==> src/rtl/modport_fifo.sv <==
// Single-clock synchronous FIFO with registered read data and occupancy-decoded
// status flags; storage block behind the FIFO bus interface.
module modport_fifo #(
    parameter int DATA_WIDTH      = 32,
    parameter int DEPTH           = 16,
    parameter int ALMOST_FULL_TH  = 14,
    parameter int ALMOST_EMPTY_TH = 2
) (
    input  logic                  wr_clk,
    input  logic                  reset,
    input  logic                  wr_en,
    input  logic                  rd_en,
    input  logic [DATA_WIDTH-1:0] data_in,
    output logic [DATA_WIDTH-1:0] data_out,
    output logic                  fifo_full,
    output logic                  fifo_empty,
    output logic                  fifo_almost_full,
    output logic                  fifo_almost_empty
);

    localparam int AW = $clog2(DEPTH);
    localparam logic [AW:0] C_DEPTH = (AW+1)'(DEPTH);
    localparam logic [AW:0] C_AF_TH = (AW+1)'(ALMOST_FULL_TH);
    localparam logic [AW:0] C_AE_TH = (AW+1)'(ALMOST_EMPTY_TH);

    logic [DATA_WIDTH-1:0] r_mem [DEPTH];
    logic [AW-1:0]         r_wr_ptr;
    logic [AW-1:0]         r_rd_ptr;
    logic [AW:0]           r_count;

    logic w_rd_acc;
    logic w_wr_acc;

    // A write into a full FIFO is allowed only when a read frees a slot on the same edge.
    assign w_rd_acc = rd_en & ~fifo_empty;
    assign w_wr_acc = wr_en & (~fifo_full | w_rd_acc);

    assign fifo_full         = (r_count == C_DEPTH);
    assign fifo_empty        = (r_count == '0);
    assign fifo_almost_full  = (r_count >= C_AF_TH);
    assign fifo_almost_empty = (r_count <= C_AE_TH);

    always_ff @(posedge wr_clk or negedge reset) begin
        if (!reset) begin
            r_wr_ptr <= '0;
            r_rd_ptr <= '0;
            r_count  <= '0;
            data_out <= '0;
        end else begin
            if (w_wr_acc)
                r_wr_ptr <= r_wr_ptr + AW'(1);
            if (w_rd_acc) begin
                data_out <= r_mem[r_rd_ptr];
                r_rd_ptr <= r_rd_ptr + AW'(1);
            end
            if (w_wr_acc && !w_rd_acc)
                r_count <= r_count + (AW+1)'(1);
            else if (w_rd_acc && !w_wr_acc)
                r_count <= r_count - (AW+1)'(1);
        end
    end

    // Storage is not reset; when full, rd_ptr == wr_ptr and the read sees the old word.
    always_ff @(posedge wr_clk) begin
        if (w_wr_acc && reset)
            r_mem[r_wr_ptr] <= data_in;
    end

endmodule

==> config.mk <==
export PLATFORM = sky130hd
export DESIGN_NAME = modport_fifo
export DESIGN_NICKNAME = d
export VERILOG_FILES = /design/src/rtl/modport_fifo.sv
export SDC_FILE = /design/constraint.sdc
export NUM_CORES = 1
export LEC_CHECK = 0
export CAP_MARGIN = 20
export CORE_MARGIN = 1.5
export CORE_UTILIZATION = 45
export DETAILED_ROUTE_END_ITERATION = 12
export PLACE_DENSITY = 0.67
export SYNTH_ARGS = -nofsm -noshare
export SYNTH_HDL_FRONTEND = slang
export SYNTH_SLANG_ARGS = --single-unit
==> constraint.sdc <==
create_clock -name wr_clk -period 3 [get_ports wr_clk]
set_input_delay 0.75 -clock wr_clk [delete_from_list [all_inputs] [get_ports wr_clk]]
set_output_delay 0.75 -clock wr_clk [all_outputs]
set_load 0.02 [all_outputs]
==> flow_summary.json, run 1 <==
{
  "ys_types": 36,
  "grt_max_degree": 69,
  "synth_cells": 946,
  "antenna_found_initial": 0,
  "synthFlopType": "edfxtp_1",
  "synth_seq_area_share": 0.779,
  "status": "completed",
  "irDropWorstVdd_uv": 493,
  "final_cells": 1725,
  "clock-sinks": 557,
  "drtIter0Drc": 813,
  "drive_above_1_share": 0.295,
  "critical-path-slowest-cell": "clkdlybuf4s50_1",
  "cp-end-kind": "output port",
  "critical_path.cell_chain": "nor2_1 -> and3_1 -> clkdlybuf4s50_1",
  "die_w_um": 220,
  "syn_nets": 992,
  "die_h_um": 220,
  "place_ws_ns": -0.00773,
  "cts_buffers": 54,
  "r2r_start": "r_count[3]",
  "reg2reg_depth": 10,
  "clockBufferDepth": 3,
  "via_count": 10100,
  "hold_path.class": "input pin to asynchronous set/reset pin",
  "final_util": 0.538,
  "path_delay_family": "buffers and inverters",
  "netlist.area_leader.share": 0.726,
  "coreArea_um2": 46500,
  "routed_via_density": 5.84,
  "rr_endpoint": "r_count[4]",
  "synth-edff-count": 512,
  "path_buf_inv": 1,
  "post_cts_buffers": 0,
  "hold_viol_final": 0,
  "fin_crit_sh": 0.949,
  "grtUsageTotal": 0.193,
  "setup_ws_ns": 0.153,
  "synth.area.top_cells": "edfxtp_1 73%, mux4_2 14%, dfrtp_1 5.3%",
  "setup-violations-final": 0,
  "worstSkewPairLatency_ns": 0.60,
  "min_period_ns": 2.85,
  "slew_headroom": 0.346,
  "grt_overflow": 0,
  "regArea_um2": 16500,
  "final_antenna_net_count": 0,
  "area_growth_pct": 18.0,
  "syn_area_per_cell_um2": 22.4,
  "wl_per_cell_um": 26.2,
  "antennaDiodeCount": 0,
  "gp_congestion": 0.727,
  "synth_top_cell_by_area": "edfxtp_1",
  "multiInputGateArea_um2": 4500,
  "power.density_nw_per_um2": 919,
  "max_clock_freq_mhz": 351,
  "cp_data_arrival_time_ns": 2.10,
  "path_class": "flip-flop to output port",
  "yosysWarnings": 0,
  "max_stage_delay_ns": 0.61,
  "htree_levels": 2,
  "clk_pin_slew_ns": 0.06,
  "hpwl_mm": 25.6,
  "io_buffers": 71,
  "crit_fanout": 8,
  "reg2reg_slack_ns": 0.29,
  "synth.cell_area_um2": 21200,
  "start_kind": "flip-flop",
  "design.die.area_um2": 48400,
  "ys_ff_latch": 557,
  "nets": 1119,
  "nFillCells": 3504,
  "io_pins": 72,
  "post-route-drc-count": 0,
  "slew_viol_final": 0,
  "p_leak_nw": 7.97,
  "worstMarginPinSlew_ns": 0.981,
  "cp.required_ns": 2.25,
  "grt_setup_unrepaired": "false",
  "row_count": 79,
  "grt_pass1_wl_mm": 67.6,
  "cts-root-buf": "clkbuf_16",
  "placed_cells": 1624,
  "clock_skew_ns": 0.0227,
  "dr.pass1.iters": 5,
  "wl_mm": 45.2,
  "synthArstFlopShare": 0.0808,
  "start_util": 0.456,
  "cts_tree": "built",
  "grt_pass1_vias": 10400,
  "maxCapViolations": 0
}
[worst register-to-register path: cells and delay by family, from the launching register on]
kind / cells / cell delay, ns
compound gates: 3 / 0.69
fa+ha+maj: 2 / 0.57
simple gates: 1 / 0.44
flops: 1 / 0.43
mux: 1 / 0.23
buf+inv: 2 / 0.15
xor+xnor: 1 / 0.13
[cell usage after synthesis, types with 2 or more instances]
cell and instances:
edfxtp_1 512, mux4_2 128, o22ai_1 59, dfrtp_1 45
a21oi_1 35, mux2_2 34, clkbuf_1 22, nor2_1 20
buf_2 13, buf_6 9, ha_1 9, nand2_1 8
xnor2_1 8, buf_1 6, inv_1 6, o22ai_2 5
o21ai_0 3, a21o_1 2, buf_4 2, nand3b_1 2
nand4_1 2, xor2_1 2
[final cells by class]
type                            count  area share
Inverter                            6    0.000901
Clock inverter                     33      0.0145
Clock buffer                       68      0.0591
Timing Repair Buffer              124      0.0546
Multi-Input combinational cell    330       0.180
Sequential cell                   557       0.661
Tap cell                          607      0.0304
[worst max-delay path by stage]
stage                          start          end  cells past startpoint
after floorplan                wr_en  r_mem[7][0]                      4
after global placement         rd_en   r_count[4]                     10
after detailed placement       rd_en   r_count[4]                     10
after CTS                 r_count[0]    fifo_full                      3
after global routing      r_count[0]    fifo_full                      3
final                     r_count[0]    fifo_full                      3
[what timing repair did]
action,4_1_cts,5_1_grt
hold endpoints to repair,0,0
gates resized for setup,2,0
setup endpoints to repair,2,0
hold buffers,0,0
[per-layer routing]
layer	up-vias	GRT usage	share of wire	routed length (um)
met1	5457	0.267	0.43	19500
met4	0	0.0556	0.020	901
met2	309	0.319	0.50	22500
met3	65	0.0302	0.050	2260
met5	-	0	0	0
li1	4239	-	-	-
[registers in the layout (all words and copies together), names as in the netlist]
signal	count
r_mem	512
data_out	32
r_count	5
r_rd_ptr	4
r_wr_ptr	4
[cell families after synthesis]
kind of cell	Yosys count	share of synthesized area
xor gates and xnor gates	10	0.00414
adders and majority gates	10	0.00626
DFF	557	0.779
buffers and inverters	59	0.0148
AOI/OAI and AO/OA	108	0.0324
and+or+nand+nor	39	0.00857
muxes	163	0.155
[power by group]
| group | internal, mW | switching, mW |
|---|---|---|
| Sequential | 9.19 | 0.514 |
| Combinational | 3.14 | 3.15 |
| Clock | 4.17 | 2.81 |
| Total | 16.5 | 6.47 |
[cell usage in the layout, fill, tap and decap left out, drive strengths merged]
cell type and count:
a21o 2, a21oi 35, a31o 1, a41oi 1, and3 1, buf 54, bufinv 8, clkbuf 68
clkdlybuf4s50 68, clkinv 24, dfrtp 45, dlygate4sd2 2, edfxtp 512, fa 1, ha 9, inv 7
mux2 34, mux2i 1, mux4 128, nand2 8, nand2b 1, nand3 1, nand3b 2, nand4 2
nor2 20, nor3 1, o21ai 3, o22ai 64, o311ai 1, o31a 1, or2 1, or3 1
or3b 1, xnor2 8, xor2 2
[through the flow]
stage | power (mW) | TNS (ns) | hold slack, ns | area, um2
3_3_place_gp | 16.2 | 0 | 0.523 | 23200
3_5_place_dp | 16.3 | -0.00773 | 0.524 | 23200
5_1_grt | 23.9 | 0 | 0.310 | 25000
4_1_cts | 23.2 | 0 | 0.297 | 25000
2_1_floorplan | 14.1 | -32.64 | 0.454 | 21200
6_report | 23.0 | 0 | 0.320 | 25000
Power figures use the tool's default switching activity.
==> inputs of run 2 (changes only) <==
--- a/config.mk
+++ b/config.mk
@@ -10,6 +10,7 @@
 export CORE_UTILIZATION = 45
 export DETAILED_ROUTE_END_ITERATION = 12
 export PLACE_DENSITY = 0.67
+export SLEW_MARGIN = 20
 export SYNTH_ARGS = -nofsm -noshare
 export SYNTH_HDL_FRONTEND = slang
 export SYNTH_SLANG_ARGS = --single-unit
==> results of run 2 <==
Same layout as run 1: the final DEF is identical, and so are final timing and power.
